## src/rtl/pkt_sync_framer_if.sv

```systemverilog
`default_nettype none
// ============================================================================
//  Module      : pkt_sync_framer_if
//  Description : Byte-stream handshake bundle for the packet sync framer.
//                Upstream side is di_rdy/di/di_acpt, downstream side is
//                do_rdy/do_data/do_acpt, plus lock and sync-error status.
//  Revision    : 1.0  initial release
// ============================================================================
interface pkt_sync_framer_if;
  logic       di_rdy;
  logic [7:0] di;
  logic       di_acpt;
  logic       do_rdy;
  logic [7:0] do_data;
  logic       do_acpt;
  logic       locked;
  logic       sync_err;

  // Environment side: sources input bytes and sinks output bytes.
  modport master (
    output di_rdy, di, do_acpt,
    input  di_acpt, do_rdy, do_data, locked, sync_err
  );

  // Framer side.
  modport slave (
    input  di_rdy, di, do_acpt,
    output di_acpt, do_rdy, do_data, locked, sync_err
  );
endinterface
`default_nettype wire

```

## src/rtl/pkt_sync_framer.sv

```systemverilog
`default_nettype none
// ============================================================================
//  Module      : pkt_sync_framer
//  Description : Hunts for the packet sync byte (SYNC_A or SYNC_B) at PKT_LEN
//                spacing, declares lock after LOCK_CNT good syncs and then
//                forwards whole aligned packets through a one-deep output
//                register. Bytes seen before lock are consumed and dropped.
//  Revision    : 1.0  initial release
// ============================================================================
module pkt_sync_framer #(
  parameter int unsigned PKT_LEN    = 204,
  parameter int unsigned LOCK_CNT   = 3,
  parameter int unsigned UNLOCK_CNT = 3,
  parameter logic [7:0]  SYNC_A     = 8'h47,
  parameter logic [7:0]  SYNC_B     = 8'hB8
) (
  input wire               clk,
  input wire               reset_n,
  pkt_sync_framer_if.slave bus
);

  localparam logic [7:0] C_LAST_POS   = 8'(PKT_LEN - 1);
  localparam logic [7:0] C_LOCK_TGT   = 8'(LOCK_CNT);
  localparam logic [7:0] C_UNLOCK_TGT = 8'(UNLOCK_CNT);

  typedef enum logic [1:0] {
    ST_HUNT   = 2'd0,
    ST_VERIFY = 2'd1,
    ST_LOCK   = 2'd2
  } state_t;

  state_t     state_q, state_d;
  logic [7:0] pos_q, pos_d;
  logic [7:0] good_q, good_d;
  logic [7:0] miss_q, miss_d;
  logic       do_rdy_q, do_rdy_d;
  logic [7:0] do_data_q, do_data_d;
  logic       locked_q, locked_d;
  logic       sync_err_q, sync_err_d;

  logic       w_is_sync;
  logic       w_di_acpt;
  logic       w_in_xfer;
  logic       w_out_xfer;
  logic       w_at_boundary;
  logic [7:0] w_pos_inc;
  logic       w_load;

  assign w_is_sync     = (bus.di == SYNC_A) || (bus.di == SYNC_B);
  // Outside LOCK every byte is swallowed; in LOCK we accept only when the
  // output register is empty or being drained this cycle.
  assign w_di_acpt     = (state_q == ST_LOCK) ? (!do_rdy_q || bus.do_acpt) : 1'b1;
  assign w_in_xfer     = bus.di_rdy && w_di_acpt;
  assign w_out_xfer    = do_rdy_q && bus.do_acpt;
  assign w_at_boundary = (pos_q == 8'd0);
  assign w_pos_inc     = (pos_q == C_LAST_POS) ? 8'd0 : pos_q + 8'd1;

  // Sync hunt / verify / lock sequencing, evaluated once per accepted byte.
  always_comb begin
    state_d    = state_q;
    pos_d      = pos_q;
    good_d     = good_q;
    miss_d     = miss_q;
    sync_err_d = 1'b0;
    w_load     = 1'b0;

    if (w_in_xfer) begin
      case (state_q)
        ST_HUNT: begin
          if (w_is_sync) begin
            pos_d  = 8'd1;
            good_d = 8'd1;
            if (C_LOCK_TGT <= 8'd1) begin
              state_d = ST_LOCK;
              miss_d  = 8'd0;
              w_load  = 1'b1;
            end else begin
              state_d = ST_VERIFY;
            end
          end
        end

        ST_VERIFY: begin
          pos_d = w_pos_inc;
          if (w_at_boundary) begin
            if (w_is_sync) begin
              good_d = good_q + 8'd1;
              if (good_q + 8'd1 >= C_LOCK_TGT) begin
                state_d = ST_LOCK;
                miss_d  = 8'd0;
                w_load  = 1'b1;
              end
            end else begin
              // The failing byte is not reconsidered as a fresh sync candidate.
              state_d = ST_HUNT;
              pos_d   = 8'd0;
              good_d  = 8'd0;
            end
          end
        end

        ST_LOCK: begin
          pos_d  = w_pos_inc;
          w_load = 1'b1;
          if (w_at_boundary) begin
            if (w_is_sync) begin
              miss_d = 8'd0;
            end else begin
              sync_err_d = 1'b1;
              if (miss_q + 8'd1 >= C_UNLOCK_TGT) begin
                // Drop the bad boundary byte so output ends on a whole packet.
                state_d = ST_HUNT;
                pos_d   = 8'd0;
                good_d  = 8'd0;
                miss_d  = 8'd0;
                w_load  = 1'b0;
              end else begin
                // Tolerated miss: keep alignment and forward the byte.
                miss_d = miss_q + 8'd1;
              end
            end
          end
        end

        default: begin
          state_d = ST_HUNT;
          pos_d   = 8'd0;
          good_d  = 8'd0;
          miss_d  = 8'd0;
        end
      endcase
    end
  end

  // One-deep output register: drain on downstream accept, refill on load.
  always_comb begin
    do_rdy_d  = do_rdy_q;
    do_data_d = do_data_q;
    locked_d  = (state_d == ST_LOCK);
    if (w_out_xfer) begin
      do_rdy_d = 1'b0;
    end
    if (w_load) begin
      do_rdy_d  = 1'b1;
      do_data_d = bus.di;
    end
  end

  // State and output registers; reset clears everything including a held byte.
  always_ff @(posedge clk or negedge reset_n) begin
    if (!reset_n) begin
      state_q    <= ST_HUNT;
      pos_q      <= 8'd0;
      good_q     <= 8'd0;
      miss_q     <= 8'd0;
      do_rdy_q   <= 1'b0;
      do_data_q  <= 8'd0;
      locked_q   <= 1'b0;
      sync_err_q <= 1'b0;
    end else begin
      state_q    <= state_d;
      pos_q      <= pos_d;
      good_q     <= good_d;
      miss_q     <= miss_d;
      do_rdy_q   <= do_rdy_d;
      do_data_q  <= do_data_d;
      locked_q   <= locked_d;
      sync_err_q <= sync_err_d;
    end
  end

  assign bus.di_acpt  = w_di_acpt;
  assign bus.do_rdy   = do_rdy_q;
  assign bus.do_data  = do_data_q;
  assign bus.locked   = locked_q;
  assign bus.sync_err = sync_err_q;

endmodule
`default_nettype wire

```

## src/flat_wrapper.sv

```systemverilog
// flat-port wrapper written by rule: the top's interface ports become plain ports
module pkt_sync_framer_flat 
#(
  parameter int unsigned PKT_LEN    = 204,
  parameter int unsigned LOCK_CNT   = 3,
  parameter int unsigned UNLOCK_CNT = 3,
  parameter logic [7:0]  SYNC_A     = 8'h47,
  parameter logic [7:0]  SYNC_B     = 8'hB8
)
  (clk, reset_n, bus_di_rdy, bus_di, bus_do_acpt, bus_di_acpt, bus_do_rdy, bus_do_data, bus_locked, bus_sync_err);
  pkt_sync_framer_if bus_i ();
  input wire clk;
  input wire reset_n;
  input wire logic [$bits(bus_i.di_rdy)-1:0] bus_di_rdy;
  input wire logic [$bits(bus_i.di)-1:0] bus_di;
  input wire logic [$bits(bus_i.do_acpt)-1:0] bus_do_acpt;
  output wire logic [$bits(bus_i.di_acpt)-1:0] bus_di_acpt;
  output wire logic [$bits(bus_i.do_rdy)-1:0] bus_do_rdy;
  output wire logic [$bits(bus_i.do_data)-1:0] bus_do_data;
  output wire logic [$bits(bus_i.locked)-1:0] bus_locked;
  output wire logic [$bits(bus_i.sync_err)-1:0] bus_sync_err;
  assign bus_i.di_rdy = bus_di_rdy;
  assign bus_i.di = bus_di;
  assign bus_i.do_acpt = bus_do_acpt;
  assign bus_di_acpt = bus_i.di_acpt;
  assign bus_do_rdy = bus_i.do_rdy;
  assign bus_do_data = bus_i.do_data;
  assign bus_locked = bus_i.locked;
  assign bus_sync_err = bus_i.sync_err;
  pkt_sync_framer #(.PKT_LEN(PKT_LEN), .LOCK_CNT(LOCK_CNT), .UNLOCK_CNT(UNLOCK_CNT), .SYNC_A(SYNC_A), .SYNC_B(SYNC_B)) u_core (.clk(clk), .reset_n(reset_n), .bus(bus_i));
endmodule
```

## config.mk

```make
export PLATFORM = sky130hd
export DESIGN_NAME = pkt_sync_framer_flat
export DESIGN_NICKNAME = d
export VERILOG_FILES = /design/src/rtl/pkt_sync_framer_if.sv /design/src/rtl/pkt_sync_framer.sv /design/src/flat_wrapper.sv
export SDC_FILE = /design/constraint.sdc
export NUM_CORES = 1
export LEC_CHECK = 0
export BUFFER_PORTS_ARGS = -buffer_cell sky130_fd_sc_hd__buf_2
export CAP_MARGIN = 20
export CORE_MARGIN = 3
export CORE_UTILIZATION = 50
export CTS_CLUSTER_SIZE = 25
export DETAILED_ROUTE_END_ITERATION = 16
export MAX_ROUTING_LAYER = met4
export PLACE_DENSITY = 0.81
export REMOVE_ABC_BUFFERS = 1
export SETUP_SLACK_MARGIN = 0.2
export SYNTH_ARGS = -nofsm -noshare
export SYNTH_HDL_FRONTEND = slang
export SYNTH_SLANG_ARGS = --single-unit
```

## constraint.sdc

```tcl
create_clock -name clk -period 7.2 [get_ports clk]
set_input_delay 2.16 -clock clk [delete_from_list [all_inputs] [get_ports clk]]
set_output_delay 2.16 -clock clk [all_outputs]
set_load 0.01 [all_outputs]
```

==> results by group <==
Layout
  • # fillers: 354
  • Fin cells: 297
  • Nets@finish: 269
  • N_diodes: 0
  • Synth-to-Final Area Change: 11.4%
  • Layout cells sized above 1: 20.2%

Setup path
  • R2R setup slack: 4.63 ns
  • Path type of the worst setup path: input port to output port
  • Crit path buf inv count: 2
  • CP max stage delay: 0.17 ns
  • Critical path's most frequent cell: buf_2
  • Crit path max-delay cell type: nand3b_1
  • Worst-path maximum fanout: 3
  • Crit path launch type: input port
  • CP Cell Sequence: buf_2, nand3b_1, buf_2
  • CP Data Required Time: 5.04 ns
  • CP arrival: 2.59 ns
  • Crit-path leading delay family: buffers and inverters
  • Worst setup EP type: output port

Yosys
  • Synth Area in Compound Gates: 21.2%
  • Synthesis-stage register bit count: 37
  • Post-synth EDFFs: 0
  • Synthesized area per cell: 9.87 sq um
  • Ys async rst share: 100%
  • XOR/XNOR share of the synthesized area: 0.403%
  • Cell count after synthesis: 220
  • Sequential fraction of the synthesis area: 42.7%
  • Synth cell types: 55
  • Mux share of post-synthesis cell area: 5.59%
  • Commonest register cell after synthesis: dfrtp_1
  • Synth Area in Adders: 5.76%
  • Yosys warns: 0
  • Post-synthesis simple-gate area fraction: 21.5%
  • Synthesized cell area: 0.00217 sq mm
  • Main combinational cell family by area after synthesis: simple AND/OR/NAND/NOR gates

Routing
  • Iteration count of the initial detailed-routing pass: 4
  • WL/cell: 15.4 um
  • DRT antenna net count: 0
  • Via count: 1770
  • # DRC: 0
  • DRT Wirelength: 4560 um
  • Detailed Route Iter0 Violations: 97
  • Vias/cell: 5.96

Floorplan
  • Initial Util: 53.1%
  • Total core area: 0.00409 sq mm
  • I/O pin cnt: 24
  • Num rows: 23
  • Die width: 71.9 um
  • Chip height: 71.9 um
  • Die Area: 0.00517 sq mm

Timing
  • # setup viols final: 0
  • Achievable frequency: 0.210 GHz
  • Slew @ Worst Pin: 0.836 ns
  • Slew Limit Fails: 0
  • Rel. slew slack: 44.3%
  • Setup TNS: 0 ns
  • Min cycle time layout: 4.75 ns
  • Setup Skew: 0.00828 ns
  • Tcrit/Tclk final: 66.0%
  • Hold Violations, Final: 0
  • RSZ-0062 raised after global routing: false

Global routing
  • Gr busiest metal: met2
  • M1 GR Usage: 25.2%
  • Grt total ovfl: 0
  • Vias in the first global route: 1746
  • Pin count of the biggest net entering global routing: 38
  • First-pass GRT wire length: 7980 um
  • GRT Util Overall: 19.8%
  • GRT met2 Usage: 32.0%
  • Met3 Use GR: 4.16%
  • Antenna violations before repair: 0

Clocking
  • Clk root buf: clkbuf_8
  • Htree depth: 2
  • Post-CTS Setup Bufs: 0
  • # clock sinks: 37
  • Worst-Skew Late Latency: 0.29 ns
  • Hold_buf cts: 0
  • Worst-path clk slew: 0.07 ns
  • Num CTS Buffers: 5
  • Post-cts sizing count: 0
  • CTS tree: built
  • Max Root-Sink Buffers: 2

Min path
  • Hold Crit Class: flop to flop

Power
  • Static leakage: 1.08 nW
  • Power Dens Cells: 292 mW/mm^2
  • VDD IR-drop max: 169 uV

Placed design
  • Dpl cells: 290
  • DP HPWL: 3240 um
  • Final Wtd Congestion: 0.847
  • PortBufs: 23

Job
  • Max-Cap Viols: 0

Run status
  • Status: complete, no violations
==> area by class of cell <==
cell class              count  area, sq um  area share (%)
multi-input cells         168         1180            48.9
flip-flops and latches     37          926            38.3
repair buffers             23          115            4.76
clock buffers               7         86.3            3.57
well taps                  50         62.6            2.59
inverters                  12         45.0            1.86
==> metrics by stage <==
stage          power [mW]  hold WS, ns  area [sq um]  setup slack [ns]  utilization (%)
2_1_floorplan       0.480        0.468          2150              2.67                -
3_3_place_gp        0.552        0.484          2330              2.46             57.0
3_5_place_dp        0.561        0.495          2330              2.44             57.0
4_1_cts             0.710        0.511          2420              2.44             59.2
5_1_grt             0.758        0.530          2420              2.43             59.2
6_report            0.706        0.509          2420              2.45             59.2
==> sequential cells by signal, summed over array words and instances (netlist names) <==
signal / flops
u_core.good_q: 8
u_core.bus.locked: 1
u_core.pos_q: 8
u_core.state_q: 2
u_core.bus.sync_err: 1
u_core.bus.do_rdy: 1
u_core.bus.do_data: 8
u_core.miss_q: 8
==> per-layer routing <==
layer / wire (um) / vias to the layer above
met5: 0 / -
met1: 2180 / 857
met4: 69 / 0
met2: 2200 / 19
met3: 112 / 10
li1: - / 884
==> Yosys cell counts, types with 2 or more instances <==
cell type   n  area share [%]
dfrtp_1    37              43
nand2_1    15             2.6
a21oi_1    14             3.2
nor2_1     14             2.4
inv_1      12             2.1
o21ai_0    11             2.5
ha_1       10             5.8
mux2_2      9             4.7
nand3_1     8             1.8
and2_1      7             2.0
nand4_1     6             1.7
a31oi_1     5             1.4
and3_1      5             1.4
a31o_2      4             1.6
nor3_1      4            0.92
o211ai_1    4             1.4
o21a_1      4             1.4
a22o_1      3             1.2
nand3b_1    3             1.0
nor2b_1     3            0.86
o2111ai_1   3             1.2
and2_0      2            0.58
and4_1      2            0.81
mux2i_1     2            0.92
nor4b_2     2             1.4
o31ai_1     2            0.69
==> worst reg2reg max path, stage by stage, from the launching register on <==
cell      delay [ns]
dfrtp_1         0.43
inv_1           0.08
ha_1            0.14
nor4b_2         0.32
nand2_1         0.19
nor3_1          0.30
a21boi_0        0.23
a31oi_4         0.39
mux2_2          0.38
==> final timing paths <==
kind | start | endpoint | depth (start not counted)
max in group asynchronous | reset_n | u_core.bus.do_data[4] | 1
hold reg to reg | u_core.bus.do_data[2] | u_core.bus.do_data[2] | 1
min in group asynchronous | reset_n | u_core.good_q[6] | 1
hold / removal | u_core.bus.do_data[2] | u_core.bus.do_data[2] | 1
setup / recovery | bus_do_acpt | bus_di_acpt | 3
setup reg to reg | u_core.pos_q[0] | u_core.bus.do_data[1] | 8
==> cell families (layout without fill, tap and decap cells) <==
logic type / Yosys count / after routing
fa+ha+maj: 10 / 10
xor+xnor: 1 / 1
simple gates: 81 / 81
mux: 11 / 11
buf+inv: 15 / 42
compound gates: 65 / 65
flops: 37 / 37
==> cells in the final DEF, fill, tap and decap left out, types with 2 or more instances in the layout <==
master	n
and2_1	7
o31ai_1	2
nor2b_1	3
nand3b_1	3
a21oi_1	14
and4_1	2
nor4b_2	2
a31oi_1	5
nand2_1	15
a22o_1	3
nor2_1	14
buf_2	23
and3_1	5
nand4_1	6
o21ai_0	11
a31o_2	4
o21a_1	4
o211ai_1	4
dfrtp_1	37
inv_1	12
mux2_2	9
mux2i_1	2
nand3_1	8
ha_1	10
clkbuf_8	6
and2_0	2
nor3_1	4
o2111ai_1	3
==> report_power, final <==
part | internal (mW) | switching (mW)
sequential | 0.262 | 0.0533
clock | 0.0760 | 0.0711
combinational | 0.106 | 0.138
Note: power is estimated with default switching activity, not from simulation.
